`config.mk`:
```
export PLATFORM = sky130hd
export DESIGN_NAME = traffic_phase_scheduler
export DESIGN_NICKNAME = d
export VERILOG_FILES = /design/src/rtl/traffic_phase_scheduler.sv
export SDC_FILE = /design/constraint.sdc
export NUM_CORES = 1
export LEC_CHECK = 0
export ABC_AREA = 1
export BUFFER_PORTS_ARGS = -buffer_cell sky130_fd_sc_hd__buf_2
export CELL_PAD_IN_SITES_DETAIL_PLACEMENT = 0
export CELL_PAD_IN_SITES_GLOBAL_PLACEMENT = 1
export CORE_MARGIN = 4
export CORE_UTILIZATION = 25
export CTS_CLUSTER_DIAMETER = 100
export DETAILED_ROUTE_END_ITERATION = 12
export HOLD_SLACK_MARGIN = 0.05
export PLACE_DENSITY = 0.59
export SLEW_MARGIN = 20
export SYNTH_ARGS = -nofsm -noshare
export SYNTH_HDL_FRONTEND = slang
export SYNTH_SLANG_ARGS = --single-unit
```
`constraint.sdc`:
```
create_clock -name clk -period 2.1 [get_ports clk]
set_clock_uncertainty 0.05 [all_clocks]
set_input_delay 0.105 -clock clk [delete_from_list [all_inputs] [get_ports clk]]
set_output_delay 0.105 -clock clk [all_outputs]
set_load 0.02 [all_outputs]
```
`src/rtl/traffic_phase_scheduler.sv`:
```
// Four-approach junction phase scheduler: main green hold, round-robin service of turn/side/ped,
// yellow + all-red clearance, emergency pre-emption. Optional PED_COUNTDOWN_EN adds ped_count.
module traffic_phase_scheduler #(
  parameter int TW         = 8,
  parameter int T_MAIN_MIN = 6,
  parameter int T_TURN     = 3,
  parameter int T_SIDE     = 4,
  parameter int T_PED      = 4,
  parameter int T_YEL      = 2,
  parameter int T_AR       = 1
) (
  input  logic          clk,
  input  logic          rst,
  input  logic          req_turn,
  input  logic          req_side,
  input  logic          req_ped,
  input  logic          emerg,
  output logic [2:0]    light_M1,
  output logic [2:0]    light_M2,
  output logic [2:0]    light_MT,
  output logic [2:0]    light_S,
  output logic          walk,
  output logic [2:0]    pending
`ifdef PED_COUNTDOWN_EN
  ,
  output logic [TW-1:0] ped_count
`endif
);

  localparam logic [3:0] S_MAIN_G = 4'd0, S_MAIN_Y = 4'd1, S_AR_IN  = 4'd2,
                         S_TURN_G = 4'd3, S_TURN_Y = 4'd4, S_SIDE_G = 4'd5,
                         S_SIDE_Y = 4'd6, S_PED_W  = 4'd7, S_PED_C  = 4'd8,
                         S_AR_OUT = 4'd9;

  localparam logic [2:0] RED = 3'b100, YEL = 3'b010, GRN = 3'b001;

  localparam logic [TW-1:0] L_MAIN = TW'(T_MAIN_MIN - 1);
  localparam logic [TW-1:0] L_TURN = TW'(T_TURN - 1);
  localparam logic [TW-1:0] L_SIDE = TW'(T_SIDE - 1);
  localparam logic [TW-1:0] L_PED  = TW'(T_PED - 1);
  localparam logic [TW-1:0] L_YEL  = TW'(T_YEL - 1);
  localparam logic [TW-1:0] L_AR   = TW'(T_AR - 1);

  logic [3:0]    r_state, w_nxt;
  logic [TW-1:0] r_timer, w_dur;
  logic [2:0]    r_pend, w_pend_nxt;
  logic [1:0]    r_ptr, r_sel, w_pick;
  logic          r_abort;
  logic          w_exp, w_enter_g;

  // phase index 0=turn, 1=side, 2=ped; offset k from pointer p, wrapped mod 3
  function automatic logic [1:0] rr_idx(input logic [1:0] p, input int k);
    int s;
    s = int'(p) + k;
    if (s >= 3) s = s - 3;
    return s[1:0];
  endfunction

  assign w_exp = (r_timer == '0);

  always_comb begin
    w_pick = 2'd0;
    for (int k = 2; k >= 0; k--)
      if (r_pend[rr_idx(r_ptr, k)]) w_pick = rr_idx(r_ptr, k);
  end

  always_comb begin
    w_nxt = r_state;
    case (r_state)
      S_MAIN_G: if (w_exp && (r_pend != 3'b000) && !emerg) w_nxt = S_MAIN_Y;
      S_MAIN_Y: if (w_exp) w_nxt = S_AR_IN;
      S_AR_IN:
        if (w_exp) begin
          if (r_abort)            w_nxt = S_MAIN_G;
          else if (r_sel == 2'd0) w_nxt = S_TURN_G;
          else if (r_sel == 2'd1) w_nxt = S_SIDE_G;
          else                    w_nxt = S_PED_W;
        end
      S_TURN_G: if (w_exp || emerg) w_nxt = S_TURN_Y;
      S_SIDE_G: if (w_exp || emerg) w_nxt = S_SIDE_Y;
      S_PED_W:  if (w_exp || emerg) w_nxt = S_PED_C;
      S_TURN_Y, S_SIDE_Y, S_PED_C: if (w_exp) w_nxt = S_AR_OUT;
      S_AR_OUT: if (w_exp) w_nxt = S_MAIN_G;
      default:  w_nxt = S_MAIN_G;
    endcase
  end

  always_comb begin
    case (w_nxt)
      S_MAIN_Y, S_TURN_Y, S_SIDE_Y, S_PED_C: w_dur = L_YEL;
      S_AR_IN, S_AR_OUT:                     w_dur = L_AR;
      S_TURN_G:                              w_dur = L_TURN;
      S_SIDE_G:                              w_dur = L_SIDE;
      S_PED_W:                               w_dur = L_PED;
      default:                               w_dur = L_MAIN;
    endcase
  end

  assign w_enter_g  = (r_state == S_AR_IN) && (w_nxt != S_AR_IN) && (w_nxt != S_MAIN_G);
  // the served phase's clear overrides a request arriving on the same edge
  assign w_pend_nxt = (r_pend | {req_ped, req_side, req_turn}) &
                      ~(w_enter_g ? (3'b001 << r_sel) : 3'b000);

  always_ff @(posedge clk) begin
    if (rst) begin
      r_state <= S_MAIN_G;
      r_timer <= L_MAIN;
      r_pend  <= 3'b000;
      r_ptr   <= 2'd0;
      r_sel   <= 2'd0;
      r_abort <= 1'b0;
    end else begin
      r_state <= w_nxt;
      if (w_nxt != r_state) r_timer <= w_dur;
      else if (!w_exp)      r_timer <= r_timer - TW'(1);
      r_pend <= w_pend_nxt;
      if (r_state == S_MAIN_G && w_nxt == S_MAIN_Y) begin
        r_sel   <= w_pick;
        r_abort <= 1'b0;
      end else if (r_state == S_MAIN_Y && emerg) begin
        r_abort <= 1'b1;
      end
      if (w_enter_g) r_ptr <= (r_sel == 2'd2) ? 2'd0 : r_sel + 2'd1;
    end
  end

  always_comb begin
    light_M1 = RED;
    light_M2 = RED;
    light_MT = RED;
    light_S  = RED;
    walk     = 1'b0;
    case (r_state)
      S_MAIN_G: begin light_M1 = GRN; light_M2 = GRN; end
      S_MAIN_Y: begin light_M1 = YEL; light_M2 = YEL; end
      S_TURN_G: begin light_M1 = GRN; light_MT = GRN; end
      S_TURN_Y: begin light_M1 = YEL; light_MT = YEL; end
      S_SIDE_G: light_S = GRN;
      S_SIDE_Y: light_S = YEL;
      S_PED_W:  walk = 1'b1;
      default:  ;
    endcase
  end

  assign pending = r_pend;

`ifdef PED_COUNTDOWN_EN
  assign ped_count = (r_state == S_PED_W || r_state == S_PED_C) ? r_timer : '0;
`endif

endmodule

```
* Word level (Yosys, flattened, before mapping)
Memory sizes are Yosys's and may differ from the RTL's.
Index checks and enable logic that the tools add are counted.
** Cells by class
- Bitwise operators :: 3
- Reduce and logical (&&, ||, !) cells :: 17
- Muxes and demuxes :: 33
- Shifts and indexed selects :: 1
- Magnitude comparators :: 6
- Eq/ne operators :: 15
- Add/subtract/negate cells :: 7
** Operators with widths (number)
- $mux W4 :: 8
- $pmux W4 S8 :: 1
- $pmux W3 S2 :: 4
- $eq A4 B3 Y1 const B :: 4
- $mux W2 :: 8
- $mux W8 :: 2
- $lt A2 B3 Y1 const B :: 3
- $mux W3 :: 3
- $eq A4 B1 Y1 const B :: 2
- $eq A4 B2 Y1 const B :: 2
- $eq A4 B4 Y1 const B :: 2
- $logic_not A8 Y1 :: 1
- $sub A8 B1 Y8 const B :: 1
- $bmux W1 S2 :: 3
- $ge A3 B2 Y1 const B :: 2
- $logic_and A1 B1 Y1 :: 6
- $reduce_or A2 Y1 :: 3
- $sub A2 B2 Y2 const B :: 3
- $logic_not A4 Y1 :: 1
- $mux W1 :: 4
- $ne A4 B2 Y1 const B :: 1
- $ne A4 B4 Y1 :: 1
- $reduce_bool A4 Y1 :: 1
- $add A2 B1 Y3 const B :: 1
- other kinds (15) :: 15
** Storage, ports and cells
- Word-level logic and storage cells :: 89
- Memories kept :: 1
- Bits in read-only memories :: 48
- Bits in registers :: 20
** Memory list
- (name not given) :: words 16, width 3, rd ports 1, clocked after memory_dff 0, write ports 0, line 89 : case (w_nxt)

* Depth between registers and ports, before layout
Gate-level depths: netlist of run 1.
- Word-level depth :: 12
- Gate-level depth with buffers :: 15

* Worst setup path before layout of run 1
No wires, ideal clock.
- Path kind :: register -> register
- From :: reg r_timer[0]
- To :: reg r_timer[2]
- Setup slack :: 0.315 ns
- Arrival time :: 1.617 ns
- Cell stages (with the launch flop) :: 15
- Data required time :: 1.932 ns
- Path buffers :: 0
- Period minus slack after synthesis :: 1.785 ns
- Cells stage by stage :: dfxtp_1 -> inv_1 -> ha_1 -> nand2_1 -> nor2_2 -> nand2_1 -> nand2_2 -> nor2_4 -> nand3_2 -> nand2_2 -> nand2_4 -> nand2_8 -> o21ai_2 -> nand3_1 -> nand2_1
** On the way
- Cells in the longest elaborated chain, start to end :: 7
- Elaborated cells between the ends (all ways) :: 19
- Those cells by class :: 1 x add/sub; 2 x eq/ne; 11 x mux; 4 x reduce/logical; 1 x memory
** Ends and longest elaborated chain
- start: declaration :: line 45 : logic [TW-1:0] r_timer, w_dur;
- start signal: assignment :: line 114 : if (w_nxt != r_state) r_timer <= w_dur;
- start signal: assignment :: line 115 : else if (!w_exp) r_timer <= r_timer - TW'(1);
- $logic_not A8 Y1 :: line 59 : assign w_exp = (r_timer == '0);
- $logic_and A1 B1 Y1 (2 in series) :: line 70 : S_MAIN_G: if (w_exp && (r_pend != 3'b000) && !emerg) w_nxt = S_MAIN_Y;
- $mux W4 :: line 70
- $pmux W4 S8 :: line 69 : case (r_state)
- $mem_v2 Z16 W3 / $ne A4 B4 Y1 (equally long branches)
- $mux W8 / $ne A2 B1 Y1 (equally long branches)
Several ways; a longest one is shown, not always the timed one. The select of a mux whose other input is x is not followed.
A chain may end at the register's enable or synchronous reset.

* Final worst setup path of run 1
- From :: reg r_timer[0]
- To :: reg r_timer[0]
Same word-level chain as after synthesis.

==> results of run 1 <==
## tightest hold or removal path: cells and delay by family
| family | cells | cell delay (ns) |
|---|---|---|
| AO/OA/AOI/OAI | 1 | 0.06 |
| buffers and inverters | 1 | 0.10 |
| AND/OR/NAND/NOR | 1 | 0.06 |
## synthesized netlist by cell type
cell / n
nand4_1: 3
buf_6: 2
nor2_8: 1
nor3_1: 7
and3_1: 1
a21oi_1: 9
o211ai_1: 6
nand3_1: 19
nand2_8: 1
nor4_1: 1
o21ai_0: 8
xnor2_1: 2
nand2_1: 36
o21ai_1: 1
nand2_4: 4
inv_4: 1
nand3_2: 2
inv_1: 31
or2_2: 1
nand4_4: 2
a211oi_1: 1
nand3b_1: 1
o21ai_2: 2
inv_2: 5
nand2_2: 12
nor2_2: 9
nor2_4: 1
nor4_2: 1
a21oi_2: 1
ha_1: 5
xor2_1: 4
clkbuf_1: 1
a31oi_1: 2
dfxtp_1: 20
nor2_1: 19
nor3_2: 1
## layout make-up
class,instances,share of cell area
inverters,37,0.0747
clock buffers,3,0.0218
clock inverters,1,0.0159
repair buffers,31,0.0991
multi-input cells,163,0.527
flip-flops and latches,20,0.211
well taps,75,0.0496
## report_power, final
part | total, mW | switching (mW) | leakage [nW] | internal (mW)
logic | 0.550 | 0.314 | 0.682 | 0.236
clock network | 0.401 | 0.146 | 0.0357 | 0.255
registers | 0.480 | 0.0471 | 0.163 | 0.433
## metrics by stage
step | std cells | util | worst slack (ns) | hold WS (ns)
5_1_grt | 330 | 0.316 | 0.00457 | 0.0680
3_3_place_gp | 323 | 0.298 | 0.116 | 0.273
6_report | 330 | 0.316 | 0.173 | 0.0490
2_1_floorplan | 223 | - | 0.315 | 0.126
3_5_place_dp | 323 | 0.298 | 0.0953 | 0.278
4_1_cts | 330 | 0.315 | 0.0791 | 0.0545
## routing by layer
metal	track usage	vias up	part of all wire
met3	0.0142	5	0.022
met5	0	-	0
met4	0.0297	0	0.013
met1	0.144	663	0.48
li1	-	783	-
met2	0.184	24	0.48
## worst paths after layout
kind                            from                 endpoint  slack [ns]  cells after the start
min                            emerg     r_abort$_SDFFE_PP0P_        0.05                      3
min reg2reg    r_ptr[1]$_SDFFE_PP0N_    r_ptr[1]$_SDFFE_PP0N_        0.48                      2
max reg2reg  r_timer[0]$_SDFFE_PP1P_  r_timer[0]$_SDFFE_PP1P_        0.17                     14
max          r_timer[0]$_SDFFE_PP1P_  r_timer[0]$_SDFFE_PP1P_        0.17                     14
## kinds of logic (layout without fill, tap and decap cells)
| family | Yosys count | count (layout) | share of synthesized area |
|---|---|---|---|
| simple gates | 122 | 122 | 0.445 |
| buf+inv | 40 | 72 | 0.108 |
| compound gates | 30 | 30 | 0.116 |
| flops | 20 | 20 | 0.257 |
| xor+xnor | 6 | 6 | 0.0337 |
| fa+ha+maj | 5 | 5 | 0.0401 |
## repair_timing
action | CTS | global route
setup endpoints to repair | 0 | 8
hold buffers | 3 | 0
hold endpoints to repair | 3 | 0
resized for setup | 0 | 2
## sequential cells by signal, summed over array words and instances, names as in the netlist
signal   count
r_timer      8
r_state      4
pending      3
r_ptr        2
r_sel        2
r_abort      1
==> run_summary.xml, run 1 <==
<?xml version="1.0" encoding="UTF-8"?>
<metrics>
  <group name="layout">
    <metric name="area_delta_synth_final" unit="%">21.4</metric>
    <metric name="layout-drive-gt1-share" unit="">0.302</metric>
    <metric name="combined_area_of_the_multi_input_logic_cells" unit="um^2">998</metric>
    <metric name="fillCellCount" unit="">653</metric>
    <metric name="design_area" unit="mm^2">0.00189</metric>
    <metric name="layout.nets" unit="">267</metric>
    <metric name="mostFrequentLayoutCell" unit="">nand2_1</metric>
    <metric name="antenna-diode-count" unit="">0</metric>
    <metric name="final_cell_mix" unit="">nand2_1, inv_1, buf_2</metric>
    <metric name="regArea" unit="um^2">400</metric>
  </group>
  <group name="setup_path">
    <metric name="critical_path_peak_fanout" unit="">9</metric>
    <metric name="critical_path.cell_chain" unit="">inv_1, ha_1, nand2_2, inv_2, nand2_4, nand2_2, nand2_2, nand3_2, nand2_2, nand2_2, nor2_8, nand2_8, nand3_1, o211ai_1</metric>
    <metric name="cp_common_cell" unit="">nand2_2</metric>
    <metric name="required" unit="ns">2.19</metric>
    <metric name="timing.critical_path.max_delay_family" unit="">simple AND/OR/NAND/NOR gates</metric>
    <metric name="kind_of_end_point_of_the_critical_path" unit="">flip-flop</metric>
    <metric name="path_class" unit="">flip-flop to flip-flop</metric>
    <metric name="setup.worst_path.start_class" unit="">flip-flop</metric>
    <metric name="cp_slowest_cell" unit="">dfxtp_1</metric>
    <metric name="arrival" unit="ns">2.02</metric>
    <metric name="cp_num_buf_inv" unit="">2</metric>
    <metric name="timing.critical_path.slowest_cell_delay" unit="ns">0.35</metric>
  </group>
  <group name="routing">
    <metric name="drt_iter0_drc" unit="">77</metric>
    <metric name="per_cell_routed_wire_length" unit="um">11.3</metric>
    <metric name="detail_route.wirelength" unit="um">3740</metric>
    <metric name="drtPass1Iterations" unit="">4</metric>
    <metric name="drcViolationCount" unit="">0</metric>
    <metric name="via_per_inst" unit="">4.47</metric>
    <metric name="antenna_violating_nets_post_route" unit="">0</metric>
    <metric name="num_vias" unit="">1475</metric>
  </group>
  <group name="min_path">
    <metric name="hp-class" unit="">input pin to flip-flop</metric>
  </group>
  <group name="clocking">
    <metric name="postCtsSetupBuffers" unit="">0</metric>
    <metric name="cts_root_buffer" unit="">clkbuf_8</metric>
    <metric name="cts_num_sinks" unit="">20</metric>
    <metric name="clk_pin_slew_worst_paths" unit="ns">0.09</metric>
    <metric name="clkLatencyLatePin" unit="ns">0.27</metric>
    <metric name="cts_tree" unit="">yes</metric>
    <metric name="clock_tree.buffer_depth" unit="">2</metric>
    <metric name="htree_levels" unit="">1</metric>
    <metric name="cts_made_buffers" unit="">3</metric>
  </group>
  <group name="die">
    <metric name="top_level_ports" unit="">22</metric>
    <metric name="core_area" unit="mm^2">0.00599</metric>
    <metric name="initial_utilization" unit="">0.260</metric>
    <metric name="num_rows" unit="">28</metric>
    <metric name="fp.dieH" unit="um">87.0</metric>
    <metric name="die_area" unit="mm^2">0.00756</metric>
    <metric name="die_w" unit="um">87.0</metric>
  </group>
  <group name="timing">
    <metric name="finalCriticalPeriod" unit="ns">1.93</metric>
    <metric name="finalHoldViolations" unit="">0</metric>
    <metric name="total_negative_slack_for_setup_checks" unit="ns">0</metric>
    <metric name="slew_headroom" unit="">0.789</metric>
    <metric name="grt_setup_unrepaired" unit="">false</metric>
    <metric name="post-route-period-util" unit="">0.918</metric>
    <metric name="timing.final.setup_violations" unit="">0</metric>
    <metric name="final_max_tran_viols" unit="">0</metric>
    <metric name="timing.fmax" unit="MHz">519</metric>
    <metric name="worstMarginPinSlew" unit="ns">0.313</metric>
  </group>
  <group name="job">
    <metric name="drv.max_cap_violation_count" unit="">0</metric>
  </group>
  <group name="synth">
    <metric name="synth.cell_area" unit="mm^2">0.00156</metric>
    <metric name="synth.yosys.seq_area_share" unit="">0.257</metric>
    <metric name="avgSynthCellArea" unit="um^2">6.99</metric>
    <metric name="synth_fp_nets" unit="">234</metric>
    <metric name="synth-seq-cells" unit="">20</metric>
    <metric name="yosys_warnings" unit="">0</metric>
    <metric name="netlist-cell-type-count" unit="">36</metric>
    <metric name="netlist_top_cells_area" unit="">dfxtp_1, nand2_1, inv_1</metric>
    <metric name="synth_largest_area_cell" unit="">dfxtp_1</metric>
    <metric name="synth_cells" unit="">223</metric>
    <metric name="synth_top_cell_area_share" unit="">0.257</metric>
  </group>
  <group name="power_and_ir_drop">
    <metric name="power.static_leakage" unit="nW">0.881</metric>
    <metric name="p_per_cell_area" unit="mW/mm^2">756</metric>
    <metric name="max-vdd-ir-drop" unit="uV">330</metric>
    <metric name="totalPowerFinal" unit="mW">1.43</metric>
  </group>
  <group name="global_route">
    <metric name="grt_max_degree" unit="">15</metric>
    <metric name="number_of_antenna_violations_at_the_first_check_in_global_routing" unit="">0</metric>
    <metric name="grt_pass1_wl" unit="um">6630</metric>
    <metric name="grt_usage" unit="">0.108</metric>
    <metric name="grt_pass1_vias" unit="">1436</metric>
    <metric name="grt_overflow" unit="">0</metric>
  </group>
  <group name="placed_design">
    <metric name="gp_routability_congestion" unit="">0.767</metric>
    <metric name="hpwl" unit="um">3060</metric>
    <metric name="placedInstanceArea" unit="mm^2">0.00178</metric>
    <metric name="numPortBuffers" unit="">21</metric>
  </group>
  <group name="status">
    <metric name="status" unit="">finished, final reports clean</metric>
  </group>
</metrics>
No activity file was read; power rests on OpenSTA's default activity.
==> run 2: changes to the inputs <==
--- a/config.mk
+++ b/config.mk
@@ -5,7 +5,7 @@
 export SDC_FILE = /design/constraint.sdc
 export NUM_CORES = 1
 export LEC_CHECK = 0
-export ABC_AREA = 1
+export ABC_AREA = 0
 export BUFFER_PORTS_ARGS = -buffer_cell sky130_fd_sc_hd__buf_2
 export CELL_PAD_IN_SITES_DETAIL_PLACEMENT = 0
 export CELL_PAD_IN_SITES_GLOBAL_PLACEMENT = 1
@@ -14,7 +14,7 @@
 export CTS_CLUSTER_DIAMETER = 100
 export DETAILED_ROUTE_END_ITERATION = 12
 export HOLD_SLACK_MARGIN = 0.05
-export PLACE_DENSITY = 0.59
+export PLACE_DENSITY = 0.58
 export SLEW_MARGIN = 20
 export SYNTH_ARGS = -nofsm -noshare
 export SYNTH_HDL_FRONTEND = slang
==> run_summary.xml, run 2 <==
<?xml version="1.0" encoding="UTF-8"?>
<metrics>
  <group name="status">
    <metric name="status" unit="">finished, final reports clean</metric>
  </group>
  <group name="clocking">
    <metric name="cts_made_buffers" unit="">3</metric>
    <metric name="clkLatencyLatePin" unit="ns">0.27</metric>
    <metric name="cts_root_buffer" unit="">clkbuf_8</metric>
    <metric name="htree_levels" unit="">1</metric>
    <metric name="cts_tree" unit="">yes</metric>
    <metric name="cts_num_sinks" unit="">20</metric>
    <metric name="postCtsSetupBuffers" unit="">0</metric>
    <metric name="clk_pin_slew_worst_paths" unit="ns">0.09</metric>
    <metric name="clock_tree.buffer_depth" unit="">2</metric>
  </group>
  <group name="power_and_ir_drop">
    <metric name="power.static_leakage" unit="nW">0.792</metric>
    <metric name="totalPowerFinal" unit="mW">1.84</metric>
    <metric name="portion_of_total_power_attributed_to_combinational_logic" unit="">0.509</metric>
    <metric name="p_per_cell_area" unit="mW/mm^2">916</metric>
    <metric name="max-vdd-ir-drop" unit="uV">281</metric>
    <metric name="clkPwrFrac" unit="">0.218</metric>
    <metric name="netSwitchingFraction" unit="">0.381</metric>
    <metric name="relative_contribution_of_sequential_cells_to_total_power" unit="">0.273</metric>
    <metric name="internal_power" unit="mW">1.14</metric>
    <metric name="switching_component_of_the_power" unit="uW">700</metric>
  </group>
  <group name="routing">
    <metric name="num_vias" unit="">1524</metric>
    <metric name="drt_iter0_drc" unit="">83</metric>
    <metric name="drcViolationCount" unit="">0</metric>
    <metric name="antenna_violating_nets_post_route" unit="">0</metric>
    <metric name="detail_route.wirelength" unit="um">4480</metric>
    <metric name="drtPass1Iterations" unit="">4</metric>
    <metric name="per_cell_routed_wire_length" unit="um">14.7</metric>
    <metric name="via_per_inst" unit="">5.01</metric>
  </group>
  <group name="synth">
    <metric name="netlist_top_cells_count" unit="">dfxtp_1, nor2_1, nor3_1</metric>
    <metric name="synth.cell_area" unit="mm^2">0.00152</metric>
    <metric name="synth_top_cell_area_share" unit="">0.263</metric>
    <metric name="synth_largest_area_cell" unit="">dfxtp_1</metric>
    <metric name="async_reset_ff_frac" unit="">0</metric>
    <metric name="yosys_warnings" unit="">0</metric>
    <metric name="avgSynthCellArea" unit="um^2">8.10</metric>
    <metric name="netlist-cell-type-count" unit="">56</metric>
    <metric name="netlist_top_cells_area" unit="">dfxtp_1, nor3_1, nor2_1</metric>
    <metric name="yosysMostFrequentCell" unit="">dfxtp_1</metric>
    <metric name="synth_fp_nets" unit="">199</metric>
    <metric name="synth-seq-cells" unit="">20</metric>
    <metric name="synth_edf_count" unit="">0</metric>
    <metric name="ys.flop_type" unit="">dfxtp_1</metric>
    <metric name="synth.yosys.seq_area_share" unit="">0.263</metric>
    <metric name="synth_cells" unit="">188</metric>
  </group>
  <group name="layout">
    <metric name="layout-drive-gt1-share" unit="">0.345</metric>
    <metric name="final_cell_mix" unit="">buf_4, buf_2, nor2_1, dfxtp_1, nor3_1</metric>
    <metric name="combined_area_of_the_multi_input_logic_cells" unit="mm^2">0.00109</metric>
    <metric name="max_reg_flops" unit="">8</metric>
    <metric name="regArea" unit="um^2">403</metric>
    <metric name="fillCellCount" unit="">641</metric>
    <metric name="antenna-diode-count" unit="">0</metric>
    <metric name="mostFrequentLayoutCell" unit="">buf_4</metric>
    <metric name="layout.nets" unit="">241</metric>
    <metric name="area_delta_synth_final" unit="%">31.6</metric>
    <metric name="registers.top_by_ff_count" unit="">r_timer</metric>
    <metric name="layout.core_utilization" unit="">0.338</metric>
  </group>
  <group name="setup_path">
    <metric name="critical_path.cell_chain" unit="">inv_1, ha_2, or3b_4, nor3_4, o211ai_2, buf_4, a41oi_1, o41ai_2</metric>
    <metric name="timing.critical_path.slowest_cell_delay" unit="ns">0.43</metric>
    <metric name="setup.worst_path.start_class" unit="">flip-flop</metric>
    <metric name="cp_slowest_cell" unit="">or3b_4</metric>
    <metric name="rr_worst_depth" unit="">8</metric>
    <metric name="timing.critical_path.depth" unit="">8</metric>
    <metric name="critical_path_peak_fanout" unit="">5</metric>
    <metric name="critical_path.reg2reg.startpoint" unit="">r_timer[1]$_SDFFE_PP0P_</metric>
    <metric name="kind_of_end_point_of_the_critical_path" unit="">flip-flop</metric>
    <metric name="timing.critical_path.max_delay_family" unit="">simple AND/OR/NAND/NOR gates</metric>
    <metric name="required" unit="ns">2.19</metric>
    <metric name="crit_start" unit="">r_timer[1]$_SDFFE_PP0P_</metric>
    <metric name="worst_r2r_endpoint" unit="">r_timer[2]$_SDFFE_PP1P_</metric>
    <metric name="timing.critical_path.to" unit="">r_timer[2]$_SDFFE_PP1P_</metric>
    <metric name="path_class" unit="">flip-flop to flip-flop</metric>
    <metric name="worst-r2r-setup-slack" unit="ns">0.06</metric>
    <metric name="arrival" unit="ns">2.14</metric>
    <metric name="cp_num_buf_inv" unit="">2</metric>
  </group>
  <group name="timing">
    <metric name="grt_setup_unrepaired" unit="">true</metric>
    <metric name="worstMarginPinSlew" unit="ns">0.427</metric>
    <metric name="timing.final.setup_violations" unit="">0</metric>
    <metric name="finalHoldViolations" unit="">0</metric>
    <metric name="final_max_tran_viols" unit="">0</metric>
    <metric name="post-route-period-util" unit="">0.973</metric>
    <metric name="finalCriticalPeriod" unit="ns">2.04</metric>
    <metric name="slew_headroom" unit="">0.716</metric>
    <metric name="timing.fmax" unit="MHz">489</metric>
    <metric name="total_negative_slack_for_setup_checks" unit="ns">0</metric>
  </group>
  <group name="die">
    <metric name="die_w" unit="um">86.0</metric>
    <metric name="num_rows" unit="">28</metric>
    <metric name="top_level_ports" unit="">22</metric>
    <metric name="fp.dieH" unit="um">86.0</metric>
    <metric name="die_area" unit="mm^2">0.00740</metric>
    <metric name="core_area" unit="mm^2">0.00592</metric>
    <metric name="initial_utilization" unit="">0.257</metric>
  </group>
  <group name="placed_design">
    <metric name="hpwl" unit="um">3370</metric>
    <metric name="numPortBuffers" unit="">21</metric>
    <metric name="gp_routability_congestion" unit="">0.856</metric>
  </group>
  <group name="job">
    <metric name="drv.max_cap_violation_count" unit="">0</metric>
  </group>
  <group name="global_route">
    <metric name="number_of_antenna_violations_at_the_first_check_in_global_routing" unit="">0</metric>
    <metric name="grt_overflow" unit="">0</metric>
    <metric name="grt_max_degree" unit="">21</metric>
    <metric name="grt_pass1_wl" unit="um">7340</metric>
    <metric name="grt_pass1_vias" unit="">1477</metric>
    <metric name="grt_usage" unit="">0.123</metric>
  </group>
  <group name="min_path">
    <metric name="hp-class" unit="">input pin to flip-flop</metric>
  </group>
</metrics>
[run 2: cell count changes in the layout (fill, tap and decap cells not counted), moves of 5 or more]
cell,delta
nand2_1,-24
inv_1,-23
buf_4,+19
nand3_1,-15
nand2_2,-13
nor3_1,+9
nand2b_1,+8
nor2_2,-8
nor2b_1,+6
inv_2,-5
[run 2: power by group through the flow]
stage	Clock [mW]	Combinational (mW)	Sequential, mW
6_report	0.400	0.934	0.501
5_1_grt	0.424	1.02	0.513
4_1_cts	0.409	0.881	0.499
3_5_place_dp	0	0.871	0.507
3_3_place_gp	0	0.884	0.507
2_1_floorplan	0	0.579	0.513
[run 2: cell type report]
| type | instances | share of cell area |
|---|---|---|
| tap | 75 | 0.0468 |
| multi-input combinational | 149 | 0.547 |
| clock buffer | 3 | 0.0206 |
| timing repair buffer | 48 | 0.155 |
| sequential | 20 | 0.201 |
| clock inverter | 1 | 0.0150 |
| inverter | 8 | 0.0150 |
[run 2: worst min path at each step]
stage             start               endpoint  slack, ns  cells after the start
2_1_floorplan  req_turn  pending[0]$_SDFF_PP0_       0.22                      2
4_1_cts         req_ped  pending[2]$_SDFF_PP0_       0.05                      3
3_5_place_dp   req_turn  pending[0]$_SDFF_PP0_       0.33                      3
3_3_place_gp   req_turn  pending[0]$_SDFF_PP0_       0.32                      3
5_1_grt        req_side  pending[1]$_SDFF_PP0_       0.06                      3
6_report        req_ped  pending[2]$_SDFF_PP0_       0.05                      3
[run 2: cell families (layout without fill, tap and decap cells)]
logic type	Yosys count	count (layout)	synth area share
adders and majority gates	5	5	0.0411
xor gates and xnor gates	5	5	0.0288
and+or+nand+nor	88	88	0.335
muxes	5	5	0.0337
buffers and inverters	19	60	0.0740
DFF	20	20	0.263
AOI/OAI and AO/OA	46	46	0.224
[run 2: repair_timing]
item                                    in CTS  in global routing
endpoints found under the hold margin        1                  0
resized for setup                            1                 13
hold buffers                                 1                  0
endpoints found under the setup margin       2                  8
pin swaps                                    0                  9
[run 2: worst register-to-register path: stages (launching register included)]
cell,delay [ns]
dfxtp_2,0.32
inv_1,0.05
ha_2,0.18
or3b_4,0.43
nor3_4,0.22
o211ai_2,0.14
buf_4,0.18
a41oi_1,0.25
o41ai_2,0.11
[run 2: metal layers]
| metal | vias up | GRT usage | routed length, um |
|---|---|---|---|
| met3 | 6 | 0.0183 | 157 |
| li1 | 776 | - | - |
| met1 | 718 | 0.169 | 2160 |
| met5 | - | 0 | 0 |
| met4 | 0 | 0.0403 | 69 |
| met2 | 24 | 0.196 | 2090 |
[run 2: through the flow]
step | area [um^2] | instances | hold slack [ns] | setup slack [ns]
3_3_place_gp | 1850 | 300 | 0.317 | -0.00475
5_1_grt | 2000 | 304 | 0.0590 | -0.0602
4_1_cts | 1940 | 305 | 0.0524 | 0.0375
6_report | 2000 | 304 | 0.0530 | 0.0563
2_1_floorplan | 1540 | 188 | 0.217 | -0.0240
3_5_place_dp | 1850 | 300 | 0.334 | -0.00307
==> run 3: changes to the inputs <==
--- a/config.mk
+++ b/config.mk
@@ -10,11 +10,11 @@
 export CELL_PAD_IN_SITES_DETAIL_PLACEMENT = 0
 export CELL_PAD_IN_SITES_GLOBAL_PLACEMENT = 1
 export CORE_MARGIN = 4
-export CORE_UTILIZATION = 25
+export CORE_UTILIZATION = 30
 export CTS_CLUSTER_DIAMETER = 100
 export DETAILED_ROUTE_END_ITERATION = 12
 export HOLD_SLACK_MARGIN = 0.05
-export PLACE_DENSITY = 0.58
+export PLACE_DENSITY = 0.66
 export SLEW_MARGIN = 20
 export SYNTH_ARGS = -nofsm -noshare
 export SYNTH_HDL_FRONTEND = slang
==> run_summary.xml, run 3 (same netlist as run 2, synthesis figures left out) <==
<?xml version="1.0" encoding="UTF-8"?>
<metrics>
  <group name="status">
    <metric name="status" unit="">finished, final reports clean</metric>
  </group>
  <group name="layout">
    <metric name="registers.top_by_ff_count" unit="">r_timer</metric>
    <metric name="fillCellCount" unit="">524</metric>
    <metric name="antenna-diode-count" unit="">0</metric>
    <metric name="area_delta_synth_final" unit="%">33.9</metric>
    <metric name="combined_area_of_the_multi_input_logic_cells" unit="mm^2">0.00110</metric>
    <metric name="mostFrequentLayoutCell" unit="">buf_4</metric>
    <metric name="final_cell_mix" unit="">buf_4, buf_2, nor2_1, dfxtp_1, nor3_1</metric>
    <metric name="layout.nets" unit="">246</metric>
    <metric name="regArea" unit="um^2">403</metric>
    <metric name="layout-drive-gt1-share" unit="">0.368</metric>
    <metric name="max_reg_flops" unit="">8</metric>
    <metric name="post_layout_nonfiller_instances" unit="">301</metric>
  </group>
  <group name="timing">
    <metric name="worstMarginPinSlew" unit="ns">0.441</metric>
    <metric name="finalHoldViolations" unit="">0</metric>
    <metric name="finalCriticalPeriod" unit="ns">2.06</metric>
    <metric name="final_max_tran_viols" unit="">0</metric>
    <metric name="timing.final.setup_violations" unit="">0</metric>
    <metric name="finalWorstSetupSlack" unit="ns">0.0408</metric>
    <metric name="post-route-period-util" unit="">0.981</metric>
    <metric name="timing.fmax" unit="MHz">486</metric>
    <metric name="grt_setup_unrepaired" unit="">true</metric>
    <metric name="slew_headroom" unit="">0.703</metric>
  </group>
  <group name="setup_path">
    <metric name="rr_worst_depth" unit="">8</metric>
    <metric name="path_class" unit="">flip-flop to flip-flop</metric>
    <metric name="kind_of_end_point_of_the_critical_path" unit="">flip-flop</metric>
    <metric name="arrival" unit="ns">2.18</metric>
    <metric name="worst-r2r-setup-slack" unit="ns">0.04</metric>
    <metric name="required" unit="ns">2.22</metric>
    <metric name="worst_r2r_endpoint" unit="">r_timer[2]$_SDFFE_PP1P_</metric>
    <metric name="setup.worst_path.start_class" unit="">flip-flop</metric>
    <metric name="timing.critical_path.slowest_cell_delay" unit="ns">0.42</metric>
    <metric name="cp_slowest_cell" unit="">or3b_4</metric>
    <metric name="critical_path.reg2reg.startpoint" unit="">r_timer[1]$_SDFFE_PP0P_</metric>
    <metric name="critical_path_peak_fanout" unit="">6</metric>
    <metric name="critical_path.cell_chain" unit="">inv_2, ha_4, or3b_4, nor2_4, a222oi_1, buf_4, and3_4, o41ai_2</metric>
  </group>
  <group name="min_path">
    <metric name="timing.hold.worst_endpoint" unit="">pending[2]$_SDFF_PP0_</metric>
    <metric name="hp-class" unit="">input pin to flip-flop</metric>
    <metric name="hold_start" unit="">req_ped</metric>
    <metric name="min_delay_path_depth" unit="">3</metric>
  </group>
  <group name="routing">
    <metric name="per_cell_routed_wire_length" unit="um">14.0</metric>
    <metric name="num_vias" unit="">1526</metric>
    <metric name="drcViolationCount" unit="">0</metric>
    <metric name="detail_route.wirelength" unit="um">4210</metric>
    <metric name="drtPass1Iterations" unit="">4</metric>
    <metric name="antenna_violating_nets_post_route" unit="">0</metric>
    <metric name="drt_iter0_drc" unit="">62</metric>
    <metric name="via_per_inst" unit="">5.07</metric>
  </group>
  <group name="global_route">
    <metric name="grt_usage" unit="">0.137</metric>
    <metric name="grt_pass1_wl" unit="um">6870</metric>
    <metric name="number_of_antenna_violations_at_the_first_check_in_global_routing" unit="">0</metric>
    <metric name="grt_pass1_vias" unit="">1431</metric>
    <metric name="grt_max_degree" unit="">21</metric>
    <metric name="grt_overflow" unit="">0</metric>
  </group>
  <group name="placed_design">
    <metric name="numPortBuffers" unit="">21</metric>
    <metric name="detailedPlace.worstSlack" unit="ns">-0.0187</metric>
    <metric name="hpwl" unit="um">3280</metric>
    <metric name="gp_routability_congestion" unit="">0.839</metric>
    <metric name="numPlacedInstances" unit="">292</metric>
  </group>
  <group name="clocking">
    <metric name="htree_levels" unit="">1</metric>
    <metric name="clock_tree.buffer_depth" unit="">2</metric>
    <metric name="cts_tree" unit="">yes</metric>
    <metric name="cts_made_buffers" unit="">3</metric>
    <metric name="cts_num_sinks" unit="">20</metric>
    <metric name="cts_root_buffer" unit="">clkbuf_8</metric>
    <metric name="clkLatencyLatePin" unit="ns">0.26</metric>
    <metric name="clk_pin_slew_worst_paths" unit="ns">0.08</metric>
  </group>
  <group name="job">
    <metric name="drv.max_cap_violation_count" unit="">0</metric>
  </group>
  <group name="die">
    <metric name="die_w" unit="um">79.2</metric>
    <metric name="top_level_ports" unit="">22</metric>
    <metric name="fp.dieH" unit="um">79.2</metric>
    <metric name="initial_utilization" unit="">0.316</metric>
    <metric name="core_area" unit="mm^2">0.00482</metric>
    <metric name="num_rows" unit="">25</metric>
    <metric name="die_area" unit="mm^2">0.00628</metric>
  </group>
  <group name="power_and_ir_drop">
    <metric name="power.static_leakage" unit="nW">0.806</metric>
    <metric name="totalPowerFinal" unit="mW">1.88</metric>
    <metric name="max-vdd-ir-drop" unit="uV">361</metric>
    <metric name="p_per_cell_area" unit="mW/mm^2">924</metric>
  </group>
</metrics>
-- run 3: how the worst max path moves through the flow --
stage | to | start | slack (ns) | cells past startpoint
floorplan | r_sel[1]$_SDFFE_PP0P_ | r_timer[0]$_SDFFE_PP1P_ | -0.02 | 7
global route | r_timer[5]$_SDFFE_PP0P_ | r_timer[1]$_SDFFE_PP0P_ | -0.06 | 8
global placement | r_timer[2]$_SDFFE_PP1P_ | r_timer[0]$_SDFFE_PP1P_ | 0.01 | 9
detailed placement | r_timer[2]$_SDFFE_PP1P_ | r_timer[0]$_SDFFE_PP1P_ | -0.02 | 8
finish | r_timer[2]$_SDFFE_PP1P_ | r_timer[1]$_SDFFE_PP0P_ | 0.04 | 8
CTS | r_timer[2]$_SDFFE_PP1P_ | r_timer[0]$_SDFFE_PP1P_ | 0.003 | 9
-- run 3: final cells by class --
class,instances,share of cell area
well taps,67,0.0411
clock buffers,3,0.0203
repair buffers,53,0.171
multi-input cells,149,0.541
flip-flops and latches,20,0.198
clock inverters,1,0.0147
inverters,8,0.0147
-- run 3: per-stage QoR --
step	area (um^2)	hold slack, ns	utilization	setup TNS [ns]
floorplan	1540	0.217	-	-0.0240
global placement	1840	0.315	0.383	0
detailed placement	1840	0.317	0.383	-0.0187
CTS	1930	0.0568	0.400	0
global route	2040	0.0817	0.423	-0.189
finish	2040	0.0573	0.423	0
-- run 3: routing by layer --
| layer | wire length, um | vias to the layer above | global-route usage |
|---|---|---|---|
| met3 | 143 | 7 | 0.0215 |
| met5 | 0 | - | 0 |
| met1 | 2030 | 693 | 0.177 |
| li1 | - | 795 | - |
| met4 | 72 | 0 | 0.0412 |
| met2 | 1960 | 31 | 0.235 |
-- run 3: power by group --
part	internal [mW]	leakage, nW	switching (mW)
logic	0.482	0.607	0.516
clock network	0.255	0.0357	0.136
registers	0.443	0.163	0.0530
total	1.18	0.806	0.704
-- run 3: critical path, delay by kind of cell, from the launching register on --
kind | cells | cell delay [ns]
AO/OA/AOI/OAI | 2 | 0.44
adder cells (fa/ha/maj) | 1 | 0.13
buffers and inverters | 2 | 0.24
flip-flops | 1 | 0.32
AND/OR/NAND/NOR | 3 | 0.79
-- run 3: repair_timing --
item | 4_1_cts | 5_1_grt
endpoints found under the hold margin | 1 | 0
pin swaps | 0 | 9
gates resized for setup | 1 | 16
hold buffers | 1 | 0
setup buffers | 0 | 4
setup endpoints to repair | 2 | 8
